==> src/rtl/key_pkg.sv <==
// ----------------------------------------------------------------------------
// key_pkg
// Shared definitions for the key debouncer: the per-key FSM state encoding,
// the default 50 MHz timing constants, reduced constants for short
// simulations, and a helper that turns a cycle count into the terminal value
// of a counter that starts at zero.
// ----------------------------------------------------------------------------
package key_pkg;

    typedef enum logic [1:0] {
        IDLE   = 2'd0,
        P_WAIT = 2'd1,
        DOWN   = 2'd2,
        R_WAIT = 2'd3
    } key_state_e;

    // Default timing at 50 MHz.
    localparam int DEF_DEBOUNCE_CYCLES = 1000000;   // 20 ms
    localparam int DEF_HOLD_CYCLES     = 25000000;  // 0.5 s
    localparam int DEF_REPEAT_CYCLES   = 5000000;   // 0.1 s
    localparam int DEF_CNT_W           = 25;

    // Reduced timing for simulation.
    localparam int SIM_DEBOUNCE_CYCLES = 8;
    localparam int SIM_HOLD_CYCLES     = 20;
    localparam int SIM_REPEAT_CYCLES   = 5;

    // Terminal count for a counter running 0..cycles-1; never negative.
    function automatic int last_count(input int cycles);
        return (cycles > 32'sd0) ? (cycles - 32'sd1) : 32'sd0;
    endfunction

endpackage

==> src/rtl/key_debounce_ch.sv <==
// ----------------------------------------------------------------------------
// key_debounce_ch
// One debounce channel: 2-flop synchroniser, state machine and shared
// timing counter for a single active-low key.
// Ports:
//   clk        clock
//   rst_n      asynchronous active-low reset
//   sw_n_i     raw key input, low = pressed, asynchronous to clk
//   press_o    one-cycle pulse when a press is accepted
//   release_o  one-cycle pulse when a release is accepted
//   level_o    high while the debounced key is held
//   repeat_o   one-cycle auto-repeat pulses while held
// ----------------------------------------------------------------------------
module key_debounce_ch
    import key_pkg::*;
#(
    parameter int DEBOUNCE_CYCLES = DEF_DEBOUNCE_CYCLES,
    parameter int HOLD_CYCLES     = DEF_HOLD_CYCLES,
    parameter int REPEAT_CYCLES   = DEF_REPEAT_CYCLES,
    parameter int CNT_W           = DEF_CNT_W
) (
    input  logic clk,
    input  logic rst_n,
    input  logic sw_n_i,
    output logic press_o,
    output logic release_o,
    output logic level_o,
    output logic repeat_o
);

    localparam logic [CNT_W-1:0] DB_LAST   = CNT_W'(last_count(DEBOUNCE_CYCLES));
    localparam logic [CNT_W-1:0] HOLD_LAST = CNT_W'(last_count(HOLD_CYCLES));
    localparam logic [CNT_W-1:0] REP_LAST  = CNT_W'(last_count(REPEAT_CYCLES));
    localparam bit               REPEAT_EN = (HOLD_CYCLES != 0);

    logic             sync1_q;
    logic             sync2_q;
    key_state_e       state_q;
    logic [CNT_W-1:0] cnt_q;
    logic             rep_phase_q;   // 0: waiting for first repeat, 1: periodic
    logic             press_q;
    logic             release_q;
    logic             level_q;
    logic             repeat_q;

    // Two-flop synchroniser; resets to the released level.
    always_ff @(posedge clk or negedge rst_n) begin
        if (!rst_n) begin
            sync1_q <= 1'b1;
            sync2_q <= 1'b1;
        end else begin
            sync1_q <= sw_n_i;
            sync2_q <= sync1_q;
        end
    end

    // Debounce FSM with counter and registered outputs. The counter is
    // cleared on every state change and at every terminal count, so it
    // never wraps.
    always_ff @(posedge clk or negedge rst_n) begin
        if (!rst_n) begin
            state_q     <= IDLE;
            cnt_q       <= '0;
            rep_phase_q <= 1'b0;
            press_q     <= 1'b0;
            release_q   <= 1'b0;
            level_q     <= 1'b0;
            repeat_q    <= 1'b0;
        end else begin
            press_q   <= 1'b0;
            release_q <= 1'b0;
            repeat_q  <= 1'b0;
            case (state_q)
                IDLE: begin
                    level_q <= 1'b0;
                    cnt_q   <= '0;
                    if (!sync2_q) begin
                        state_q <= P_WAIT;
                    end else begin
                        state_q <= IDLE;
                    end
                end
                P_WAIT: begin
                    if (sync2_q) begin
                        state_q <= IDLE;
                        cnt_q   <= '0;
                    end else if (cnt_q == DB_LAST) begin
                        state_q     <= DOWN;
                        cnt_q       <= '0;
                        rep_phase_q <= 1'b0;
                        press_q     <= 1'b1;
                        level_q     <= 1'b1;
                    end else begin
                        cnt_q <= cnt_q + CNT_W'(1);
                    end
                end
                DOWN: begin
                    level_q <= 1'b1;
                    if (sync2_q) begin
                        state_q <= R_WAIT;
                        cnt_q   <= '0;
                    end else if (!REPEAT_EN) begin
                        cnt_q <= '0;
                    end else if (cnt_q == (rep_phase_q ? REP_LAST : HOLD_LAST)) begin
                        // First terminal is the hold time, later ones the period.
                        repeat_q    <= 1'b1;
                        rep_phase_q <= 1'b1;
                        cnt_q       <= '0;
                    end else begin
                        cnt_q <= cnt_q + CNT_W'(1);
                    end
                end
                R_WAIT: begin
                    if (!sync2_q) begin
                        // Bounce during release: back to held, repeat timing restarts.
                        state_q     <= DOWN;
                        cnt_q       <= '0;
                        rep_phase_q <= 1'b0;
                    end else if (cnt_q == DB_LAST) begin
                        state_q   <= IDLE;
                        cnt_q     <= '0;
                        release_q <= 1'b1;
                        level_q   <= 1'b0;
                    end else begin
                        cnt_q <= cnt_q + CNT_W'(1);
                    end
                end
                default: begin
                    state_q     <= IDLE;
                    cnt_q       <= '0;
                    rep_phase_q <= 1'b0;
                    level_q     <= 1'b0;
                end
            endcase
        end
    end

    assign press_o   = press_q;
    assign release_o = release_q;
    assign level_o   = level_q;
    assign repeat_o  = repeat_q;

endmodule

==> src/rtl/key_debounce.sv <==
// ----------------------------------------------------------------------------
// key_debounce
// N independent active-low key debouncers feeding the marquee controller.
// Ports:
//   clk          clock (50 MHz)
//   rst_n        asynchronous active-low reset
//   sw_n         raw key inputs, low = pressed
//   key_press    one-cycle pulse per accepted press
//   key_release  one-cycle pulse per accepted release
//   key_level    high while a debounced key is held
//   key_repeat   one-cycle auto-repeat pulses while held
// ----------------------------------------------------------------------------
module key_debounce
    import key_pkg::*;
#(
    parameter int N_KEYS          = 3,
    parameter int DEBOUNCE_CYCLES = DEF_DEBOUNCE_CYCLES,
    parameter int HOLD_CYCLES     = DEF_HOLD_CYCLES,
    parameter int REPEAT_CYCLES   = DEF_REPEAT_CYCLES,
    parameter int CNT_W           = DEF_CNT_W
) (
    input  logic              clk,
    input  logic              rst_n,
    input  logic [N_KEYS-1:0] sw_n,
    output logic [N_KEYS-1:0] key_press,
    output logic [N_KEYS-1:0] key_release,
    output logic [N_KEYS-1:0] key_level,
    output logic [N_KEYS-1:0] key_repeat
);

    for (genvar g = 0; g < N_KEYS; g++) begin : g_ch
        key_debounce_ch #(
            .DEBOUNCE_CYCLES (DEBOUNCE_CYCLES),
            .HOLD_CYCLES     (HOLD_CYCLES),
            .REPEAT_CYCLES   (REPEAT_CYCLES),
            .CNT_W           (CNT_W)
        ) u_ch (
            .clk       (clk),
            .rst_n     (rst_n),
            .sw_n_i    (sw_n[g]),
            .press_o   (key_press[g]),
            .release_o (key_release[g]),
            .level_o   (key_level[g]),
            .repeat_o  (key_repeat[g])
        );
    end

endmodule

==> config.mk <==
export PLATFORM = sky130hd
export DESIGN_NAME = key_debounce
export DESIGN_NICKNAME = d
export VERILOG_FILES = /design/src/rtl/key_pkg.sv /design/src/rtl/key_debounce_ch.sv /design/src/rtl/key_debounce.sv
export SDC_FILE = /design/constraint.sdc
export NUM_CORES = 1
export LEC_CHECK = 0
export BUFFER_PORTS_ARGS = -buffer_cell sky130_fd_sc_hd__buf_2
export CORE_MARGIN = 8
export CORE_UTILIZATION = 25
export DETAILED_ROUTE_END_ITERATION = 12
export PLACE_DENSITY = 0.49
export RECOVER_POWER = 100
export SLEW_MARGIN = 20
export SYNTH_ARGS = -nofsm -noshare
export SYNTH_HDL_FRONTEND = slang
export SYNTH_SLANG_ARGS = --single-unit
==> constraint.sdc <==
create_clock -name clk -period 6 [get_ports clk]
set_input_delay 0.3 -clock clk [delete_from_list [all_inputs] [get_ports clk]]
set_output_delay 0.3 -clock clk [all_outputs]
set_load 0.1 [all_outputs]
After elaboration in Yosys (flattened, before gate mapping). Cells that the tools add are included. W data, S select, Z words.

Add/subtract/negate cells: 3. Equal/unequal tests: 45. Mux-type cells: 96. Reduce and logical (&&, ||, !) cells: 15.

Operators by type and width (count): $mux W25 (18); $pmux W25 S4 (3); $add A25 B1 Y25 const B (3); $eq A25 B20 Y1 const B (3); $eq A25 B25 Y1 (3); $mux W1 (51); $mux W2 (15); $ne A2 B1 Y1 const B (15); $pmux W2 S4 (3); $ne A2 B2 Y1 const B (9); $reduce_and A6 Y1 (3); $eq A2 B2 Y1 const B (6); $pmux W1 S4 (3); $reduce_and A4 Y1 (3); $ne A3 B1 Y1 const B (3); $ne A3 B3 Y1 const B (3); $pmux W1 S3 (3); $reduce_and A3 Y1 (3); $reduce_bool A3 Y1 (3); $eq A2 B1 Y1 const B (3); $logic_not A2 Y1 (3).

Register bits after elaboration: 102. Input bits: 5. Output and inout bits: 12. Word-level logic and storage cells: 186.

Logic depth before layout (Yosys ltp). Gate-level depths: netlist of run 1.

Word-level depth: 5. Depth in mapped cells: 8. Gate-level depth less buffers: 7.

Modules after synthesis. Synthesis of run 1 repeated with hierarchy kept, for this count alone.

Cell total of the unflattened synthesis: 567. Area total of the unflattened synthesis: 5420.2 um^2.

Modules (own cells, without submodules): key_debounce_ch at g_ch[0].u_ch ... (times used 2, cells an instance 188, area each 1811.7 um^2); key_debounce_ch at g_ch[2].u_ch (times used 1, cells an instance 191, area each 1796.7 um^2).

Worst setup path after synthesis of run 1. Ideal clock, no wire load.

Path type: register to register. From: register g_ch[1].u_ch.cnt_q[8]. To: register g_ch[1].u_ch.cnt_q[10]. Library setup time: 136 ps. Data arrival time: 1934 ps. Required time: 5864 ps. Slack: 3930 ps. Cell stages (with the launch flop): 7. Buffers on the path: 2. Period minus slack after synthesis: 2070 ps. Cell sequence: dfrtp_1 buf_2 or4_1 a2111o_1 a32oi_4 buf_6 nor3_1.

Word-level cells in the longest chain between the ends: 4. Elaborated cells on any way between the ends: 9. Classes of those cells: add/sub (1); eq/ne (2); mux (6).

Ends and longest elaborated chain: start: declaration (line key_debounce_ch.sv:39) `logic [CNT_W-1:0] cnt_q;`; start signal: assignment (line key_debounce_ch.sv:94) `cnt_q <= cnt_q + CNT_W'(1);`; start signal: assignment (line key_debounce_ch.sv:110) `cnt_q <= cnt_q + CNT_W'(1);`; start signal: assignment (line key_debounce_ch.sv:125) `cnt_q <= cnt_q + CNT_W'(1);`; $add A25 B1 Y25, or another cell as far along (line key_debounce_ch.sv:94, key_debounce_ch.sv:110, key_debounce_ch.sv:125); $mux W25, on equally long branches (line key_debounce_ch.sv:87, key_debounce_ch.sv:119, key_debounce_ch.sv:104); $mux W25, on equally long branches (line key_debounce_ch.sv:114, key_debounce_ch.sv:84, key_debounce_ch.sv:99); $pmux W25 S4 * (line key_debounce_ch.sv:73) `case (state_q)`.

Every way passes the cells marked *; elsewhere a longest branch is shown, timed or not. A chain may end at the register's enable or synchronous reset.

Final worst setup path of run 1.
From: register g_ch[1].u_ch.cnt_q[0]. To: register g_ch[1].u_ch.cnt_q[9].

The elaborated chain is that of the path after synthesis.

==> summary by stage, run 1 <==
Detailed routing
After detailed routing, the average wire length per cell comes to roughly 14 um. The first detailed-routing pass took 4 iterations. Using the TritonRoute via totals, the vias-per-cell ratio works out to 4.94.

The DRC violation count after routing is 0. The total via count after detailed routing is 4195. Wires add up to 11800 um.

The first-iteration detailed-routing DRC count is 241. The remaining antenna violation count is 0.

Setup path
The library cell contributing the largest single delay on the critical path is a32oi_1. STA classifies the critical path endpoint as a flip-flop. For the worst setup path, the data required time is 6.12 ns.

The maximum single-stage delay on the critical path is 1.53 ns. The category of the critical setup timing path is flip-flop to flip-flop. The arrival time at the worst endpoint is 3.55 ns.

The maximum fanout encountered on the critical timing path is 25. The critical path startpoint category is a flip-flop. The critical path goes through ha_1 -> and4_1 -> nand4_1 -> a2111o_1 -> a32oi_1 -> nor3_1.

Floorplan
The die area is 27400 um^2. The area of the core is ~22000 um^2. The vertical die dimension is 165 um. The starting density of the core is 0.255. Row generation in the floorplan step produced 54 rows. 17 I/O pins were placed.

The overall die width is between 150 and 200 um.

Synthesis
The synthesis-stage register bit count is 102. The number of standard cells after synthesis is 567. The number of distinct library cells after synthesis is 58. After synthesis, the share of cell area in mux cells is 0.00606. The most used flip-flop cell after synthesis is dfrtp_1. Of the total synthesized cell area, the portion taken by XOR and XNOR cells is 0.105. Of the total synthesized cell area, the portion taken by full adders, half adders and majority gates is 0.0404.

The dominant combinational cell family by area after synthesis is simple AND/OR/NAND/NOR gates. Yosys printed 0 warnings. The fraction of the mapped netlist area in compound gates was 0.0704. Each instance of the synthesized netlist takes up on average about 9.8 um^2. The proportion of register bits with asynchronous set or reset after synthesis is 1.00.

The synthesized netlist net count is 590. In this run, synthesis inferred 0 flip-flops with an integrated enable. The cell area that synthesis handed to floorplanning was 5580 um^2. For this run, the register share of the synthesized area comes to 0.459. Of the total synthesized cell area, the portion taken by AND, OR, NAND and NOR gates is 0.267.

STA
Setup repair after global routing left no endpoint under its margin. Setup violations remaining at the end of the flow were counted as 0. The worst-case hold slack is 0.0487 ns. The final worst setup slack is around 2.6 ns. The highest clock rate is between 200 and 300 MHz. Adding up every negative setup slack in the final design gives 0 ns. The final count of hold timing violations came to 0.

The worst slew slack as a fraction of its limit is -0.660. The actual transition at the worst max-transition pin is 2.49 ns. In the finished design, the share of the clock period the worst path needs comes to 0.571.

The final period demand of the worst path is roughly 3.4 ns. The largest clock skew in the final design is 0.0109 ns. The final-report max-slew violation count is 71.

Global routing
The first-pass GRT wire length is 20700 um. For this run, the total global-route usage over all layers was measured as 0.0927. The final global-route overflow total is 0. The initial antenna violation count is 0. The number of global-route vias before repair came to 4235. Entering global routing, the biggest net connects 60 pins.

Power and ir drop
In this run the power density over the cells is 320 nW/um^2. For this design the static power due to leakage is 0.00227 uW. The worst-case IR drop observed on VDD is 0.000165 V.

Final layout
The signed area change from the synthesized netlist to the final layout is 8.07%. In the final design database the tool counted approximately 590 nets. The number of inserted filler cells in the final layout is 2316. The fraction of the core area covered by cells at the end of the flow is 0.275. Of the cells placed in the final design, the portion with a size suffix greater than 1 is 0.0632. The number of diodes added for antenna fixing is 0.

CTS
Clock-pin slew was measured on the worst setup and hold paths at 0.07 ns. Clock tree synthesis inserted a total of 9 buffers. The H-tree depth is 3. The tree is rooted in a clkbuf_16. The count of instances resized after the clock tree is built is 0. The tree built by TritonCTS fans out to between 100 and 150 sinks. TritonCTS built the clock tree. The maximum count of clock buffers along a single path is 2. Clock latency on the worst-skew pair, taken at its later pin, is 0.35 ns.

Placement
Detailed placement finished with a half-perimeter wire length of around 8100 um. The weighted congestion at the end of routability-driven global placement is 0.797. During placement, the flow inserted port buffers numbering 16.

Timing analysis after detailed placement gives a worst setup slack of roughly 3.4 ns.

Worst hold path
The type of the worst min-delay path is primary input to flip-flop.

Status
The checks that failed: capacitance limit, slew limit. The flow ran to the end, but the final reports show violations.

Job
The number of max-cap violations is 2.
final cells by class:
class	count	area [um^2]	share of cell area
multi-input cells	409	2680	0.445
clock inverters	4	23.8	0.00394
inverters	24	90.1	0.0149
flip-flops and latches	102	2560	0.425
repair buffers	19	85.1	0.0141
clock buffers	12	236	0.0392
well taps	280	350	0.0581
final timing paths:
kind | slack [ns] | end | startpoint | cells past startpoint
hold reg to reg | 0.36 | g_ch[0].u_ch.sync2_q$_DFF_PN1_ | g_ch[0].u_ch.sync1_q$_DFF_PN1_ | 0
min in group asynchronous | 1.27 | g_ch[2].u_ch.cnt_q[6]$_DFF_PN0_ | rst_n | 2
max in group asynchronous | 2.88 | g_ch[0].u_ch.rep_phase_q$_DFFE_PN0P_ | rst_n | 3
setup reg to reg | 2.57 | g_ch[1].u_ch.cnt_q[9]$_DFF_PN0_ | g_ch[1].u_ch.cnt_q[0]$_DFF_PN0_ | 6
setup / recovery | 2.57 | g_ch[1].u_ch.cnt_q[9]$_DFF_PN0_ | g_ch[1].u_ch.cnt_q[0]$_DFF_PN0_ | 6
hold / removal | 0.05 | g_ch[2].u_ch.sync1_q$_DFF_PN1_ | sw_n[2] | 1
sequential cells by signal (all words and copies together) (netlist names), named ones only:
name,flops
g_ch.u_ch.repeat_o,3
g_ch.u_ch.sync1_q,3
g_ch.u_ch.release_o,3
g_ch.u_ch.press_o,3
g_ch.u_ch.state_q,3
g_ch.u_ch.sync2_q,3
g_ch.u_ch.cnt_q,75
g_ch.u_ch.rep_phase_q,3
g_ch.u_ch.level_o,3
metrics by stage:
stage	power (uW)	cell area (um^2)	std cells
2_1_floorplan	1330	5580	567
3_3_place_gp	1400	5820	832
3_5_place_dp	1440	5830	833
4_1_cts	1990	6100	850
5_1_grt	2060	6030	850
6_report	1930	6030	850
timing repair:
item,in CTS,in global routing
endpoints found under the hold margin,41,0
buffers inserted,0,0
hold buffers,1,0
power breakdown:
| group | total [uW] | internal, uW | switching [uW] |
|---|---|---|---|
| registers | 790 | 739 | 51.0 |
| clock network | 538 | 282 | 256 |
| logic | 600 | 153 | 447 |
logic make-up (layout without fill, tap and decap cells):
kind of cell | count (synthesis) | count (layout)
buffers and inverters | 56 | 59
xor gates and xnor gates | 67 | 67
and+or+nand+nor | 270 | 270
muxes | 3 | 3
adders and majority gates | 18 | 18
AOI/OAI and AO/OA | 51 | 51
DFF | 102 | 102
critical path, delay by kind of cell, from the launching register on:
family,cells,cell delay (ns)
AO/OA/AOI/OAI,2,1.92
adder cells (fa/ha/maj),1,0.24
flip-flops,1,0.39
AND/OR/NAND/NOR,3,0.64
cells in the final DEF (no fill, tap or decap), drive strengths merged, types with 3 or more instances in the layout:
| cell | n |
|---|---|
| and4 | 8 |
| mux2 | 3 |
| inv | 25 |
| a31oi | 7 |
| nand4 | 26 |
| nor3b | 4 |
| o41ai | 3 |
| nor4b | 5 |
| nand3 | 29 |
| nand2 | 35 |
| or3 | 3 |
| nor2 | 33 |
| nand2b | 5 |
| nor3 | 86 |
| o21ai | 8 |
| xor2 | 26 |
| nor4 | 12 |
| xnor2 | 41 |
| clkinv | 3 |
| buf | 4 |
| dfrtp | 96 |
| dfstp | 6 |
| and3 | 8 |
| a21oi | 10 |
| or4 | 6 |
| ha | 18 |
| clkbuf | 26 |
Yosys cell counts (all sizes together), types with 5 or more instances:
| master | n | share of area |
|---|---|---|
| inv | 24 | 0.016 |
| xor2 | 26 | 0.041 |
| or4 | 6 | 0.0081 |
| and3 | 8 | 0.0090 |
| ha | 18 | 0.040 |
| and4 | 8 | 0.013 |
| nand2b | 5 | 0.0056 |
| a31oi | 7 | 0.0078 |
| nand3 | 29 | 0.026 |
| o21ai | 8 | 0.0072 |
| dfrtp | 96 | 0.43 |
| nor2 | 33 | 0.022 |
| nand4 | 26 | 0.029 |
| a21oi | 10 | 0.0090 |
| xnor2 | 41 | 0.064 |
| nor4b | 5 | 0.010 |
| clkbuf | 10 | 0.0072 |
| nor4 | 12 | 0.021 |
| nand2 | 35 | 0.024 |
| dfstp | 6 | 0.028 |
| nor3 | 86 | 0.077 |
| buf | 22 | 0.029 |
per-layer routing:
metal / vias to the layer above / track usage / wire [um]
met5: - / 0 / 0
met4: 0 / 0.0365 / 206
met3: 15 / 0.0196 / 340
met2: 60 / 0.151 / 5640
met1: 2090 / 0.118 / 5610
li1: 2030 / - / -
(Power assumes the default switching activity.)
==> run 2: changes to the inputs <==
- clock period: 6 -> 3.2 ns (I/O delays scaled with it)
==> summary by stage, run 2 (synthesis gave the netlist of run 1 again) <==
Power and ir drop
The share of total power in the clock network is 0.311 (was 0.279). The switching share of total power came to 0.370 (was 0.391). The total power per unit cell area is 618 nW/um^2 (was 320 nW/um^2). The switching power is 1410 uW (was 754 uW).

The worst voltage drop across the vdd grid came to 0.000223 V (was 0.000165 V). The cell internal power dissipation was 2400 uW (was 1170 uW). The total power after layout is 3820 uW (was 1930 uW). The sequential group share of total power is 0.388 (was 0.410). The leakage component of the power came to 0.00233 uW (was 0.00227 uW). The combinational fraction of design power is 0.301 (was 0.311).

Worst hold path
The startpoint of the most critical hold path is g_ch[1].u_ch.sync1_q$_DFF_PN1_ (was sw_n[2]). The type of the worst min-delay path is flip-flop to flip-flop (was primary input to flip-flop). The end of the worst hold path is g_ch[1].u_ch.sync2_q$_DFF_PN1_ (was g_ch[2].u_ch.sync1_q$_DFF_PN1_). The hold path depth is 0 (was 1).

Final layout
The number of inserted filler cells in the final layout is 2314 (was 2316). The top register by number of flip-flops is g_ch.u_ch.cnt_q (unchanged). The most common library cell in the layout ignoring fill and taps was dfrtp_1 (unchanged).

Commonest cells after routing, fill and taps aside: dfrtp_1, nor3_1, xnor2_1 (unchanged). The final non-filler cell total is 854 (was 850). The fraction of final layout cells with drive strength greater than 1 was 0.0749 (was 0.0632).

The fraction of the core area covered by cells at the end of the flow is 0.282 (was 0.275). The number of diodes added for antenna fixing is 0 (unchanged). The number of nets in the finished design is 592 (was 588).

The signed area change from the synthesized netlist to the final layout is 10.7% (was 8.07%). The flip-flop count of the largest register after layout was 75 (unchanged).

CTS
The clock transition at the register clock pins on the worst setup and hold paths after CTS is 0.06 ns (was 0.07 ns). The clock tree from TritonCTS is built (unchanged). The clock sink total is 102 (unchanged). The count of instances resized after the clock tree is built was 0 (unchanged). The insertion delay of the later-clocked pin in the worst-skew pair came to 0.35 ns (about the same).

The number of setup buffers added after CTS is 0 (unchanged). The number of clock buffers inserted by TritonCTS came to 9 (unchanged). The maximum count of clock buffers along a single path is 2 (unchanged). The number of buffers inserted for hold repair after clock tree synthesis is 4 (was 1). The clock tree root buffer cell was clkbuf_16 (unchanged). The H-tree depth came to 3 (unchanged).

STA
The actual transition at the worst max-transition pin is 1.68 ns (was 2.49 ns). The largest clock skew in the final design is 0.00824 ns (was 0.0109 ns). The final-report max-slew violation count was 64 (was 71). The final count of hold timing violations was 0 (unchanged). The final setup violation count is 0 (unchanged). The final period demand of the worst path is 2.68 ns (was 3.43 ns).

Setup repair after global routing missed its margin: no (unchanged). The final period utilization is 0.839 (was 0.571). The total negative setup slack is 0 ns (unchanged). The highest clock rate is 373 MHz (was 292 MHz). The worst slew slack as a fraction of its limit is -0.117 (was -0.660).

Setup path
The arrival time at the worst endpoint is 2.86 ns (was 3.55 ns). The nature of the critical path endpoint is a flip-flop (unchanged). The critical path startpoint category was a flip-flop (unchanged). The library cell contributing the largest single delay on the critical path is or4_1 (was a32oi_1). The category of the critical setup timing path is flip-flop to flip-flop (unchanged). The worst reg2reg path endpoint is g_ch[2].u_ch.cnt_q[3]$_DFF_PN0_ (was g_ch[1].u_ch.cnt_q[9]$_DFF_PN0_). The maximum single-stage delay on the critical path is 0.57 ns (was 1.53 ns). The critical path data required time came to 3.38 ns (was 6.12 ns). Critical path, cell by cell: or4_1 -> nor4_1 -> a22o_1 -> o21a_2 -> nor3_1 (was ha_1 -> and4_1 -> nand4_1 -> a2111o_1 -> a32oi_1 -> nor3_1). The setup slack of the most critical reg-to-reg path is 0.52 ns (was 2.57 ns). The maximum fanout encountered on the critical timing path was 25 (unchanged). The startpoint of the lowest-slack register-to-register path is g_ch[2].u_ch.cnt_q[21]$_DFF_PN0_ (was g_ch[1].u_ch.cnt_q[0]$_DFF_PN0_). The worst reg2reg path depth was 5 (was 6).

Detailed routing
The number of vias per cell is 4.88 (was 4.94). The sum of routed wire length over all layers came to 11600 um (was 11800 um). The average wire per standard cell came to 13.6 um (was 13.9 um).

The first-iteration detailed-routing DRC count came to 295 (was 241). The total via count after detailed routing is 4171 (was 4195). The first-pass iteration count of the detailed router came to 6 (was 4). The remaining antenna violation count was 0 (unchanged). The DRC violation count after routing is 0 (unchanged).

Job
The number of max-cap violations is 1 (was 2).

Global routing
The met2 capacity usage during global routing is 0.148 (was 0.151). The maximum number of pins on one net before global-route repair came to 65 (was 60). The number of global-route vias before repair was 4188 (was 4235). The first-pass GRT wire length is 20300 um (was 20700 um).

The initial antenna violation count is 0 (unchanged). The final global-route overflow total is 0 (unchanged). The met3 demand-to-capacity share in global routing came to 0.0193 (was 0.0196). The peak-usage layer in the global routing report is met2 (unchanged). The overall track demand over capacity in global routing is 0.0910 (was 0.0927). The met1 usage was 0.113 (was 0.118).

Floorplan
The overall die width is 165 um (unchanged). The vertical die dimension was 165 um (unchanged). The number of core rows is 54 (unchanged). The total I/O pin count was 17 (unchanged). The starting density of the core is 0.255 (unchanged). The area of the core is 21900 um^2 (unchanged). The die area came to 27400 um^2 (unchanged).

Status
Run status: finished with violations (unchanged). Violated checks: capacitance limit, slew limit (unchanged).

Placement
The HPWL after detailed placement is 8010 um (was 8070 um). The instance count after placement with tap cells included is 834 (was 833). The count of input and output buffers is 16 (unchanged). The weighted congestion at the end of routability-driven global placement is 0.823 (was 0.797).
-- run 2: power by group through the flow --
stage | logic, uW | clock network (uW) | registers [uW]
3_3_place_gp | 1150 | 0 | 1490
3_5_place_dp | 1180 | 0 | 1500
6_report | 1150 | 1190 | 1480
5_1_grt | 1290 | 1290 | 1500
2_1_floorplan | 1010 | 0 | 1480
4_1_cts | 1190 | 1240 | 1480
-- run 2: layer usage --
layer  up-vias  wire (um)  part of all wire
met4         0        164             0.014
met5         -          0                 0
met1      2069       5560              0.48
met2        53       5590              0.48
met3        13        281             0.024
li1       2036          -                 -
-- run 2: cell type report --
cell class                 instances  area (um^2)  area share
clock buffer                      11          243      0.0393
multi-input combinational        409         2710       0.439
clock inverter                     5         81.3      0.0132
inverter                          24         90.1      0.0146
timing repair buffer              23          138      0.0223
sequential                       102         2560       0.415
tap                              280          350      0.0567
-- run 2: how the worst max path moves through the flow --
stage	from	endpoint	slack (ns)	cells after the start
2_1_floorplan	g_ch[1].u_ch.cnt_q[8]$_DFF_PN0_	g_ch[1].u_ch.cnt_q[10]$_DFF_PN0_	1.13	6
3_3_place_gp	g_ch[1].u_ch.cnt_q[0]$_DFF_PN0_	g_ch[1].u_ch.cnt_q[4]$_DFF_PN0_	0.79	6
3_5_place_dp	g_ch[1].u_ch.cnt_q[0]$_DFF_PN0_	g_ch[1].u_ch.cnt_q[19]$_DFF_PN0_	0.67	6
4_1_cts	g_ch[1].u_ch.cnt_q[0]$_DFF_PN0_	g_ch[1].u_ch.cnt_q[19]$_DFF_PN0_	0.66	6
5_1_grt	g_ch[2].u_ch.cnt_q[21]$_DFF_PN0_	g_ch[2].u_ch.cnt_q[12]$_DFF_PN0_	0.30	5
6_report	g_ch[2].u_ch.cnt_q[21]$_DFF_PN0_	g_ch[2].u_ch.cnt_q[3]$_DFF_PN0_	0.52	5
-- run 2: critical path: cells and delay by family (launching register included) --
| kind | cells | cell delay, ns |
|---|---|---|
| AO/OA/AOI/OAI | 2 | 0.85 |
| flip-flops | 1 | 0.43 |
| AND/OR/NAND/NOR | 3 | 1.23 |
-- run 2: per-stage QoR --
stage	setup slack [ns]	cell area (um^2)	hold slack, ns
3_5_place_dp	0.672	5850	0.269
5_1_grt	0.301	6180	0.364
6_report	0.516	6180	0.358
4_1_cts	0.664	6210	0.359
3_3_place_gp	0.795	5850	0.267
2_1_floorplan	1.13	5580	-0.136
